File: src/rtl/pong_ball_controller.sv
// rtl/pong_ball_controller.sv - per-frame ball sequencer: motion, reflections, scoring, match state
//
// Ports:
//   clk            system clock
//   rst_n          asynchronous active-low reset
//   frame_tick     one-clk pulse per video frame; qualifies all motion/serve updates
//   start          level; begins a match from IDLE or GAME_OVER
//   touchingPaddle bit0 = left paddle contact, bit1 = right paddle contact
//   ball_x, ball_y registered ball centre
//   score1, score2 player scores, saturating at WIN_SCORE
//   game_state     IDLE=0, SERVE=1, PLAY=2, SCORED=3, GAME_OVER=4
//   point_scored   one-clk pulse on entry to SCORED
//   game_over      high while in GAME_OVER
//
// Optional build macro: BALL_SPEEDUP_EN adds a per-rally speed register that
// grows by one on each paddle reflection, up to twice BALL_SPEED.

module pong_ball_controller #(
    parameter int BIT_WIDTH     = 10,
    parameter int SCREEN_WIDTH  = 640,
    parameter int SCREEN_HEIGHT = 480,
    parameter int BALL_RADIUS   = 4,
    parameter int BALL_SPEED    = 2,
    parameter int SERVE_DELAY   = 60,
    parameter int WIN_SCORE     = 7
) (
    input  logic                 clk,
    input  logic                 rst_n,
    input  logic                 frame_tick,
    input  logic                 start,
    input  logic [1:0]           touchingPaddle,
    output logic [BIT_WIDTH-1:0] ball_x,
    output logic [BIT_WIDTH-1:0] ball_y,
    output logic [3:0]           score1,
    output logic [3:0]           score2,
    output logic [2:0]           game_state,
    output logic                 point_scored,
    output logic                 game_over
);

    localparam int W1 = BIT_WIDTH + 1;
    localparam int CW = $clog2(SERVE_DELAY + 1);

    localparam logic [BIT_WIDTH-1:0] CENTRE_X = BIT_WIDTH'(SCREEN_WIDTH / 2);
    localparam logic [BIT_WIDTH-1:0] CENTRE_Y = BIT_WIDTH'(SCREEN_HEIGHT / 2);
    localparam logic [BIT_WIDTH-1:0] Y_MIN    = BIT_WIDTH'(BALL_RADIUS);
    localparam logic [BIT_WIDTH-1:0] Y_MAX    = BIT_WIDTH'(SCREEN_HEIGHT - 1 - BALL_RADIUS);
    localparam logic [W1-1:0]        LO_EDGE  = W1'(BALL_RADIUS);
    localparam logic [W1-1:0]        X_HI     = W1'(SCREEN_WIDTH - 1 - BALL_RADIUS);
    localparam logic [W1-1:0]        Y_HI     = W1'(SCREEN_HEIGHT - 1 - BALL_RADIUS);
    localparam logic [CW-1:0]        CNT_LAST = CW'(SERVE_DELAY - 1);
    localparam logic [3:0]           WIN      = 4'(WIN_SCORE);

    typedef enum logic [2:0] {
        S_IDLE      = 3'd0,
        S_SERVE     = 3'd1,
        S_PLAY      = 3'd2,
        S_SCORED    = 3'd3,
        S_GAME_OVER = 3'd4
    } state_t;

    state_t               state, state_nxt;
    logic [BIT_WIDTH-1:0] x_nxt, y_nxt;
    logic                 dir_x, dir_x_nxt;   // 1 = right
    logic                 dir_y, dir_y_nxt;   // 1 = down
    logic [3:0]           score1_nxt, score2_nxt;
    logic [CW-1:0]        cnt, cnt_nxt;
    logic                 ps_nxt;
    logic                 missed;
    logic [BIT_WIDTH-1:0] spd;
    logic [W1-1:0]        x_ext, y_ext, spd_ext;

    function automatic logic [3:0] sat_inc(input logic [3:0] s);
        return (s < WIN) ? s + 4'd1 : s;
    endfunction

`ifdef BALL_SPEEDUP_EN
    logic [BIT_WIDTH-1:0] speed, speed_nxt;
    logic                 reflect;

    assign spd = speed;

    // A reflection is exactly the case where a contact bit matches the travel direction.
    assign reflect = (state == S_PLAY) && frame_tick &&
                     ((touchingPaddle[0] && !dir_x) || (touchingPaddle[1] && dir_x));

    always_comb begin
        speed_nxt = speed;
        if (state_nxt == S_SERVE && state != S_SERVE)
            speed_nxt = BIT_WIDTH'(BALL_SPEED);
        else if (reflect && speed < BIT_WIDTH'(2 * BALL_SPEED))
            speed_nxt = speed + BIT_WIDTH'(1);
    end

    always_ff @(posedge clk or negedge rst_n) begin
        if (!rst_n)
            speed <= BIT_WIDTH'(BALL_SPEED);
        else
            speed <= speed_nxt;
    end
`else
    assign spd = BIT_WIDTH'(BALL_SPEED);
`endif

    assign x_ext   = {1'b0, ball_x};
    assign y_ext   = {1'b0, ball_y};
    assign spd_ext = {1'b0, spd};

    always_comb begin
        state_nxt  = state;
        x_nxt      = ball_x;
        y_nxt      = ball_y;
        dir_x_nxt  = dir_x;
        dir_y_nxt  = dir_y;
        score1_nxt = score1;
        score2_nxt = score2;
        cnt_nxt    = cnt;
        ps_nxt     = 1'b0;
        missed     = 1'b0;

        case (state)
            S_IDLE: begin
                if (start) begin
                    state_nxt  = S_SERVE;
                    score1_nxt = 4'd0;
                    score2_nxt = 4'd0;
                    x_nxt      = CENTRE_X;
                    y_nxt      = CENTRE_Y;
                    cnt_nxt    = '0;
                end
            end

            S_SERVE: begin
                x_nxt = CENTRE_X;
                y_nxt = CENTRE_Y;
                if (frame_tick) begin
                    if (cnt == CNT_LAST) begin
                        state_nxt = S_PLAY;
                        cnt_nxt   = '0;
                    end else begin
                        cnt_nxt = cnt + CW'(1);
                    end
                end
            end

            S_PLAY: begin
                if (frame_tick) begin
                    // Contact only counts toward the paddle the ball is heading for,
                    // so a ball still overlapping a paddle after bouncing is not flipped back.
                    if (touchingPaddle[0] && !dir_x) begin
                        dir_x_nxt = 1'b1;
                        x_nxt     = ball_x + spd;
                    end else if (touchingPaddle[1] && dir_x) begin
                        dir_x_nxt = 1'b0;
                        x_nxt     = ball_x - spd;
                    end else if (!dir_x && x_ext < LO_EDGE + spd_ext) begin
                        score2_nxt = sat_inc(score2);
                        state_nxt  = S_SCORED;
                        ps_nxt     = 1'b1;
                        missed     = 1'b1;
                    end else if (dir_x && x_ext + spd_ext > X_HI) begin
                        score1_nxt = sat_inc(score1);
                        state_nxt  = S_SCORED;
                        ps_nxt     = 1'b1;
                        missed     = 1'b1;
                    end else begin
                        x_nxt = dir_x ? ball_x + spd : ball_x - spd;
                    end

                    // Ball freezes completely on a miss.
                    if (!missed) begin
                        if (!dir_y && y_ext < LO_EDGE + spd_ext) begin
                            y_nxt     = Y_MIN;
                            dir_y_nxt = 1'b1;
                        end else if (dir_y && y_ext + spd_ext > Y_HI) begin
                            y_nxt     = Y_MAX;
                            dir_y_nxt = 1'b0;
                        end else begin
                            y_nxt = dir_y ? ball_y + spd : ball_y - spd;
                        end
                    end
                end
            end

            S_SCORED: begin
                // dir_x still points the way the ball left the field, which is
                // toward the player who conceded, so the re-serve goes to them.
                if (frame_tick) begin
                    state_nxt = (score1 == WIN || score2 == WIN) ? S_GAME_OVER : S_SERVE;
                    x_nxt     = CENTRE_X;
                    y_nxt     = CENTRE_Y;
                    cnt_nxt   = '0;
                end
            end

            S_GAME_OVER: begin
                if (start) begin
                    state_nxt  = S_SERVE;
                    score1_nxt = 4'd0;
                    score2_nxt = 4'd0;
                    dir_x_nxt  = 1'b1;
                    x_nxt      = CENTRE_X;
                    y_nxt      = CENTRE_Y;
                    cnt_nxt    = '0;
                end
            end

            default: state_nxt = S_IDLE;
        endcase
    end

    always_ff @(posedge clk or negedge rst_n) begin
        if (!rst_n) begin
            state        <= S_IDLE;
            ball_x       <= CENTRE_X;
            ball_y       <= CENTRE_Y;
            dir_x        <= 1'b1;
            dir_y        <= 1'b1;
            score1       <= 4'd0;
            score2       <= 4'd0;
            cnt          <= '0;
            point_scored <= 1'b0;
        end else begin
            state        <= state_nxt;
            ball_x       <= x_nxt;
            ball_y       <= y_nxt;
            dir_x        <= dir_x_nxt;
            dir_y        <= dir_y_nxt;
            score1       <= score1_nxt;
            score2       <= score2_nxt;
            cnt          <= cnt_nxt;
            point_scored <= ps_nxt;
        end
    end

    assign game_state = state;
    assign game_over  = (state == S_GAME_OVER);

endmodule
File: config.mk
export PLATFORM = sky130hd
export DESIGN_NAME = pong_ball_controller
export DESIGN_NICKNAME = d
export VERILOG_FILES = /design/src/rtl/pong_ball_controller.sv
export SDC_FILE = /design/constraint.sdc
export NUM_CORES = 1
export LEC_CHECK = 0
export ABC_AREA = 1
export ABC_CLOCK_PERIOD_IN_PS = 5250
export CAP_MARGIN = 25
export CORE_MARGIN = 3
export CORE_UTILIZATION = 60
export DETAILED_ROUTE_END_ITERATION = 8
export GPL_ROUTABILITY_DRIVEN = 1
export PLACE_DENSITY = 0.91
export SETUP_SLACK_MARGIN = 0.15
export SYNTH_ARGS = -nofsm -noshare
export SYNTH_HDL_FRONTEND = slang
export SYNTH_SLANG_ARGS = --single-unit
File: constraint.sdc
create_clock -name clk -period 5.25 [get_ports clk]
set_input_delay 0.525 -clock clk [delete_from_list [all_inputs] [get_ports clk]]
set_output_delay 0.525 -clock clk [all_outputs]
set_load 0.05 [all_outputs]
==> impl_metrics.csv <==
group,metric,value,unit
status,status,"completed",
critical_path,critPathLaunchType,"flip-flop",
die,dieArea,0.00627,sq mm
drt,postRouteAntennaNets,0,
timing,fin_skew,0.00484,ns
clocking,clockRootBuffer,"clkbuf_8",
drt,drc_errors,0,
synthesis,synth-xor-area-share,3.00,%
timing,max_slew_margin,43.6,%
timing,clock.fmax,0.362,GHz
placement,portBuffers,37,
synthesis,synth.cell_area,0.00322,sq mm
synthesis,synth-seq-cells,39,
critical_path,critical_path_class,"reg -> out",
layout,drive_above_1_share,14.7,%
clocking,postCtsSetupRepairBufs,0,
synthesis,synth_fa_ha_area_share,6.46,%
power,p_comb_share,66.4,%
layout,antenna_cells,0,
die,start_util,62.6,%
power,peakVddDrop,0.000476,V
layout,fin_cells,552,
critical_path,required,4.72,ns
global_route,grt_max_degree,40,
timing,setup_tns,0,ns
drt,dr.pass1.iters,5,
synthesis,synth.distinct_cells,53,
die,rows,26,
clocking,clock-sinks,39,
drt,via_per_inst,5.57,
power,power.leakage,1.71,nW
layout,syn2layout_area_growth,14.7,%
power,powerDensity,667,mW/mm^2
critical_path,end_kind,"output port",
global_route,grt_overflow,0,
synthesis,synthFlopType,"dfrtp_1",
placement,dp_cells,544,
global_route,gr-usage-all-layers,25.5,%
critical_path,path_cells,"nor2_4 -> clkinv_2 -> nor2_1 -> clkdlybuf4s50_1",
global_route,grt_pass1_wl,13.0,mm
power,power.clock.fraction,9.0,%
clocking,cts_buffers,5,
power,p_seq_share,24.6,%
synthesis,yosys.area_share.simple,35.0,%
synthesis,syn_nets,468,
critical_path,cp_data_arrival_time,2.24,ns
power,finalPower,2.46,mW
global_route,grt_pass1_vias,2938,
timing,hold_violations,0,
drt,drt_wl_total,7.50,mm
synthesis,synthArstFlopShare,100,%
clocking,clk_pin_slew,0.07,ns
drt,avgRoutedWirePerCell,13.6,um
die,die_h,79.2,um
placement,gp_congestion,0.957,
synthesis,avgSynthCellArea,7.21,sq um
layout,final_common_cell,"nand2_1",
die,io_pins,39,
synthesis,muxShareOfSynthArea,0,%
clocking,clk_latency,0.29,ns
power,p_switching,1.37,mW
synthesis,synth_edf_count,0,
die,core_area,0.00514,sq mm
worst_hold_path,worstHoldPathType,"in -> async",
clocking,htreeDepth,2,
critical_path,cp_slowest_stage_delay,0.85,ns
drt,dr_total_vias,3077,
synthesis,postSynthCellCount,446,
placement,dp_hpwl,5.67,mm
clocking,hold_buffers,0,
power,swShare,55.9,%
layout,finalNetCount,503,
flow_run,max-cap-violations,0,
synthesis,synth-compound-area-share,15.7,%
drt,met3_length,391,um
drt,drt-met1-wl,3.26,mm
timing,timing.hold.ws,0.325,ns
timing,tightest_slew,0.846,ns
synthesis,synth_top_family_by_area,"simple AND/OR/NAND/NOR gates",
timing,setup_violations,0,
layout,multi_input_area,0.00194,sq mm
timing,rsz0062_at_grt,"no",
power,p_int,1.08,mW
clocking,cts_resized,0,
drt,wl_met2,3.71,mm
critical_path,cp_max_fo,8,
synthesis,ys_seq_area_share,30.7,%
clocking,cts_tree,"built",
die,die_width,79.2,um
synthesis,ys_warn_count,0,
layout,area.sequential,986,sq um
layout,final.fill_count,425,
timing,final.period_utilization,52.7,%
layout,mostFrequentLayoutCells,"nand2_1, inv_1, nand3_1, nor2_1, clkdlybuf4s50_1",
clocking,clockBufferDepth,2,
timing,period_needed,2.77,ns
drt,drtIter0Drc,307,
drt,topRoutingLayerUsed,"met4",
timing,drv_slew,0,
critical_path,slowest_stage,"clkdlybuf4s50_1",
global_route,antenna_found_initial,0,
## stage by stage
stage | worst slack (ns) | util, % | instance area, sq um
final | 2.48 | 71.7 | 3690
after detailed placement | 2.75 | 69.8 | 3590
after global routing | 2.38 | 71.7 | 3690
after floorplan | 2.91 | - | 3220
after CTS | 2.48 | 71.7 | 3690
after global placement | 2.85 | 69.8 | 3590
## cells by family (layout without fill, tap and decap cells)
logic type | after synthesis | count (layout)
AO/OA/AOI/OAI | 76 | 76
XOR/XNOR | 11 | 11
adder cells (fa/ha/maj) | 16 | 16
buffers and inverters | 64 | 100
flip-flops | 39 | 39
other | 1 | 1
AND/OR/NAND/NOR | 239 | 239
## layer usage
metal | GRT usage [%] | vias up
met3 | 3.40 | 20
li1 | - | 1528
met1 | 32.9 | 1415
met2 | 44.4 | 114
met5 | 0 | -
met4 | 7.39 | 0
## state kept, by name, summed over array words and instances, names as in the netlist
name          count
cnt               6
game_state        3
score2            4
dir_x             1
score1            4
dir_y             1
ball_x            9
ball_y           10
point_scored      1
## path summary, 6_finish.rpt
check	startpoint	end	slack, ns	depth (start not counted)
max	game_state[1]$_DFFE_PN0P_	game_over	2.48	4
min	rst_n	ball_x[3]$_DFFE_PN0P_	0.33	1
max reg2reg	ball_x[1]$_DFFE_PN0P_	ball_y[2]$_DFFE_PN0P_	2.86	12
min reg2reg	cnt[5]$_DFFE_PN0P_	cnt[5]$_DFFE_PN0P_	0.52	2
max in group asynchronous	rst_n	cnt[2]$_DFFE_PN0P_	4.38	1
min in group clk	cnt[5]$_DFFE_PN0P_	cnt[5]$_DFFE_PN0P_	0.52	2
## layout make-up
cell class / count / area share, %
repair buffers: 38 / 10.1
clock buffers: 8 / 2.71
flip-flops and latches: 39 / 26.7
well taps: 70 / 2.38
multi-input cells: 343 / 52.5
inverters: 54 / 5.53
## cell usage after synthesis (all sizes together) (2+ instances only)
cell | count | share of area (%)
nand2 | 125 | 16
a21o | 2 | 0.47
xnor2 | 3 | 0.82
nor2 | 44 | 6.2
buf | 7 | 2.4
inv | 52 | 6.1
a21oi | 19 | 3.1
nand3b | 2 | 0.47
ha | 15 | 5.8
or2 | 2 | 0.39
nor4 | 3 | 1.1
dfstp | 8 | 6.5
nand3 | 47 | 7.5
xor2 | 8 | 2.2
dfrtp | 31 | 24
o31ai | 3 | 0.70
nor3 | 9 | 1.6
o21ai | 40 | 8.3
clkbuf | 3 | 0.39
nand4 | 5 | 1.4
clkinv | 2 | 0.27
o211ai | 2 | 0.47
## power by group through the flow
stage	sequential (mW)	clock, mW	combinational [mW]
2_1_floorplan	0.851	0	1.01
3_3_place_gp	0.602	0	1.57
3_5_place_dp	0.606	0	1.61
4_1_cts	0.600	0.225	1.63
5_1_grt	0.625	0.239	1.80
6_report	0.604	0.221	1.63
## worst max-delay path, delay by kind of cell (launching register included)
family,cells,cell delay (ns)
flops,1,0.44
simple gates,2,0.49
buf+inv,2,1.02
Power figures use the tool's default switching activity.
==> patch 1, RTL diff (same flow settings) <==
Build with the macro `BALL_SPEEDUP_EN` defined.
--- a/src/rtl/pong_ball_controller.sv
+++ b/src/rtl/pong_ball_controller.sv
@@ -16,2 +16,4 @@
 // grows by one on each paddle reflection, up to twice BALL_SPEED.
+
+`define BALL_SPEEDUP_EN
 
Function: no difference found for any inputs over 10 cycles, from zero or initial values and one cycle with rst_n low; that may be too few to reach the edited logic, so the function may still have changed.
==> patch 1 against the original RTL <==
Register-to-register slack got worse by 0.97 ns; power fell by 33%; largest cell class unchanged; sequential cell count rose by 11; wire length rose by 92%; die area rose by 56%; setup slack got worse by 0.60 ns; synthesized cell count rose by 72%; sequential share of layout area fell by 4.9 points; synthesized area rose by 61%; core utilization fell by 2.2 points; critical path type is now register to register; worst hold slack got worse by 0.015 ns; clock skew rose by 0.0050 ns; design area rose by 57%; largest power group unchanged.
==> patch 1: results (changes against the original RTL) <==
outcome: "finished, final reports clean"  # unchanged
routed_via_density: 5.97  # was 5.57
fin_hold_ws_ns: 0.310  # was 0.325 ns
netlist_top_cells_count: "nand2_1 (231), inv_1 (93), ha_1 (60), nor2_1 (54), nand3_1 (49)"  # was nand2_1 (109), inv_1 (49), nand3_1 (46), nor2_1 (36), dfrtp_1 (31)
drtIter0Drc: 487  # was 307
reg2regPathDepth: 13  # was 12
post-dp-hpwl_um: 11100  # was 5670 µm
rrSetupSlack_ns: 1.89  # was 2.86 ns
cts_buffers: 5  # unchanged
slew_headroom: 0.561  # was 0.436
cp_data_arrival_time_ns: 3.58  # was 2.24 ns
internal_power_uw: 923  # was 1.08 mW
ir_drop_v: 0.000330  # was 0.000476 V
synth.top_cells.by_area: "dfrtp_1 (20%), nand2_1 (17%), ha_1 (14%), inv_1 (6.7%), nand3_1 (4.7%)"  # was dfrtp_1 (24%), nand2_1 (13%), nand3_1 (7.2%), dfstp_2 (6.5%), ha_1 (5.8%)
cp_top_family: "simple AND/OR/NAND/NOR gates"  # was buffers and inverters
port-buffer-count: 38  # was 37
slowest_delay_ns: 0.56  # was 0.85 ns
dp_cells: 900  # was 544
grt_use_total: 0.298  # was 0.255
grt_pass1_vias: 5161  # was 2938
grt_pass1_wl_um: 24100  # was 13000 µm
leakagePower_nw: 2.98  # was 1.71 nW
syn_inst: 765  # was 446
cp_max_fo: 25  # was 8
nNetsFinal: 873  # was 503
drive_above_1_share: 0.0609  # was 0.147
synth_nets: 835  # was 468
r2r_end: "ball_x[7]"  # was ball_y[2]
fin_skew_ns: 0.00980  # was 0.00484 ns
startpoint: "spd[2]"  # was game_state[1]
dpl_cell_area_um2: 5630  # was 3590 µm²
final_cells: 909  # was 552
first_pass_iters: 6  # was 5
seq_area_frac_synth: 0.244  # was 0.307
gp_congestion: 1.02  # was 0.957
finalWirelength_um: 14400  # was 7500 µm
clk_pin_slew_ns: 0.10  # was 0.07 ns
synth_cell_types: 47  # was 53
critPathSlowestCell: "dfrtp_1"  # was clkdlybuf4s50_1
clk_latency_ns: 0.32  # was 0.29 ns
ctsRootBufferMaster: "clkbuf_8"  # unchanged
preCtsSetupSlack_ns: 2.08  # was 2.75 ns
grt_max_degree: 51  # was 40
==> patch 1: cell count changes after synthesis, sizes merged, moves of 3 or more <==
cell   change
fa         +3
xor2      +18
a21oi     +32
o21ai      +3
nand3      +6
nor2      +12
nand4     +16
o21a       +4
xnor2      +3
dfrtp     +10
nand2    +113
ha        +45
inv       +48
==> patch 1: cells by family (layout without fill, tap and decap cells) <==
| kind of cell | Yosys count | count (layout) | share of synthesized area |
|---|---|---|---|
| simple gates | 389 | 389 | 0.323 |
| compound gates | 117 | 117 | 0.128 |
| buf+inv | 112 | 151 | 0.0891 |
| fa+ha+maj | 64 | 64 | 0.160 |
| flops | 50 | 50 | 0.244 |
| xor+xnor | 32 | 32 | 0.0541 |
| mux | 1 | 1 | 0.00217 |
==> patch 1: layout make-up <==
cell class                 instances  area, µm²
multi-input combinational        603       3450
fill                             708       2530
sequential                        50       1260
timing repair buffer              42        405
inverter                         101        382
tap                              105        131
clock buffer                       5       68.8
clock inverter                     3       68.8
==> patch 1: routing by layer <==
layer	global-route usage	wire length, µm
met1	0.391	6010
met2	0.499	6730
met3	0.0467	1280
met4	0.104	393
met5	0	0
==> patch 1: power groups by stage <==
stage,Sequential [mW],Combinational [mW],Clock [mW]
2_1_floorplan,0.629,0.477,0
3_3_place_gp,0.524,0.750,0
3_5_place_dp,0.529,0.776,0
4_1_cts,0.524,0.782,0.343
5_1_grt,0.533,0.885,0.355
6_report,0.526,0.793,0.338
==> patch 1: how the worst max path moves through the flow <==
stage	endpoint	slack (ns)	cells after the start
2_1_floorplan	ball_y[6]	2.68	16
3_3_place_gp	ball_y[8]	2.23	13
3_5_place_dp	ball_y[1]	2.08	13
4_1_cts	ball_y[1]	2.02	13
5_1_grt	ball_x[7]	1.71	13
6_report	ball_x[7]	1.89	13
==> patch 2, RTL diff (same flow settings) <==
Without the edit above. Add an input register stage for `start`, with the module's reset; this delays it by one clock. The other inputs are not delayed to match.
--- a/src/rtl/pong_ball_controller.sv
+++ b/src/rtl/pong_ball_controller.sv
@@ -61,2 +61,12 @@
 
+    logic start_q;
+
+    always_ff @(posedge clk or negedge rst_n) begin
+        if (!rst_n) begin
+            start_q <= '0;
+        end else begin
+            start_q <= start;
+        end
+    end
+
     state_t               state, state_nxt;
@@ -122,3 +132,3 @@
             S_IDLE: begin
-                if (start) begin
+                if (start_q) begin
                     state_nxt  = S_SERVE;
@@ -196,3 +206,3 @@
             S_GAME_OVER: begin
-                if (start) begin
+                if (start_q) begin
                     state_nxt  = S_SERVE;
Formal check against the unedited RTL: not equivalent (a bounded check fails within 4 cycles, from zero or initial values and one cycle with rst_n low).
==> patch 2 against the original RTL <==
Combinational power shrank 3%; non-clock buffer count shrank 1; power is 2.9% lower; core utilization about the same; wire length up 3.3%; setup slack worse by 0.021 ns; global-route usage rose by 0.68 points; register-to-register slack lost 0.10 ns; design area up 1.3%; highest routed layer unchanged; sequential power rose by 0.8%; synthesized area grew 2.5%; critical path depth did not move; sequential cell count up 1.
==> patch 2: results (changes against the original RTL) <==
cp_data_arrival_time_ns: 2.26  # was 2.24 ns
grt_max_degree: 41  # was 40
vias: 3165  # was 3077
nonClkBufAreaFrac: 0.0978  # was 0.101
signal_buffers: 37  # was 38
startpoint: "game_state[0]"  # was game_state[1]
leakagePower_nw: 1.75  # was 1.71 nW
drtIter0Drc: 256  # was 307
clk_share: 0.0208  # was 0.0271
grtUsageMet1: 0.355  # was 0.329
netlist_top_cells_count: "nand2_1 (111), inv_1 (52), nor2_1 (46), nand3_1 (39), dfrtp_1 (32)"  # was nand2_1 (109), inv_1 (49), nand3_1 (46), nor2_1 (36), dfrtp_1 (31)
nClkBuffers: 6  # was 8
grt_pass1_wl_um: 13700  # was 13000 µm
r2r_start: "game_state[1]"  # was ball_x[1]
outcome: "finished, final reports clean"  # unchanged
finalWirelength_um: 7750  # was 7500 µm
synth_cell_types: 45  # was 53
dpl_cell_area_um2: 3660  # was 3590 µm²
slew_headroom: 0.407  # was 0.436
rrSetupSlack_ns: 2.76  # was 2.86 ns
seq_cells: 40  # was 39
fin_hold_ws_ns: 0.353  # was 0.325 ns
swShare: 0.562  # was 0.559
seq_share: 0.271  # was 0.267
multiInputGateArea_um2: 1960  # was 1940 µm²
inverters: 61  # was 54
synth.top_cells.by_area: "dfrtp_1 (24%), nand2_1 (13%), dfstp_2 (6.4%), nand3_1 (5.9%), inv_1 (5.9%)"  # was dfrtp_1 (24%), nand2_1 (13%), nand3_1 (7.2%), dfstp_2 (6.5%), ha_1 (5.8%)
r2r_end: "ball_x[7]"  # was ball_y[2]
preCtsSetupSlack_ns: 2.76  # was 2.75 ns
wl_met2_um: 3750  # was 3710 µm
use_met2: 0.438  # was 0.444
[patch 2: cell count changes after synthesis, sizes merged, moves of 2 or more]
cell   before  now
inv        52   59
a21oi      19   24
xor2        8   11
o31ai       3    0
a31o        0    2
nor3        9   13
nor2       44   53
nand3      47   42
[patch 2: power by group through the flow]
stage	logic (mW)	clock network, mW	registers (mW)
final	1.58	0.194	0.609
after global routing	1.75	0.212	0.626
after CTS	1.57	0.198	0.605
after detailed placement	1.56	0	0.609
after global placement	1.52	0	0.602
after floorplan	0.991	0	0.833
[patch 2: worst register-to-register path, delay by kind of cell, from the launching register on]
kind	cells	cell delay, ns
AO/OA/AOI/OAI	1	0.08
flip-flops	1	0.45
AND/OR/NAND/NOR	5	1.49
buffers and inverters	2	0.38
[patch 2: cells by family after synthesis]
group | share of synthesized area
buffers and inverters | 0.0976
XOR/XNOR | 0.0346
AND/OR/NAND/NOR | 0.356
other | 0.00114
adder cells (fa/ha/maj) | 0.0630
AO/OA/AOI/OAI | 0.141
flip-flops | 0.307
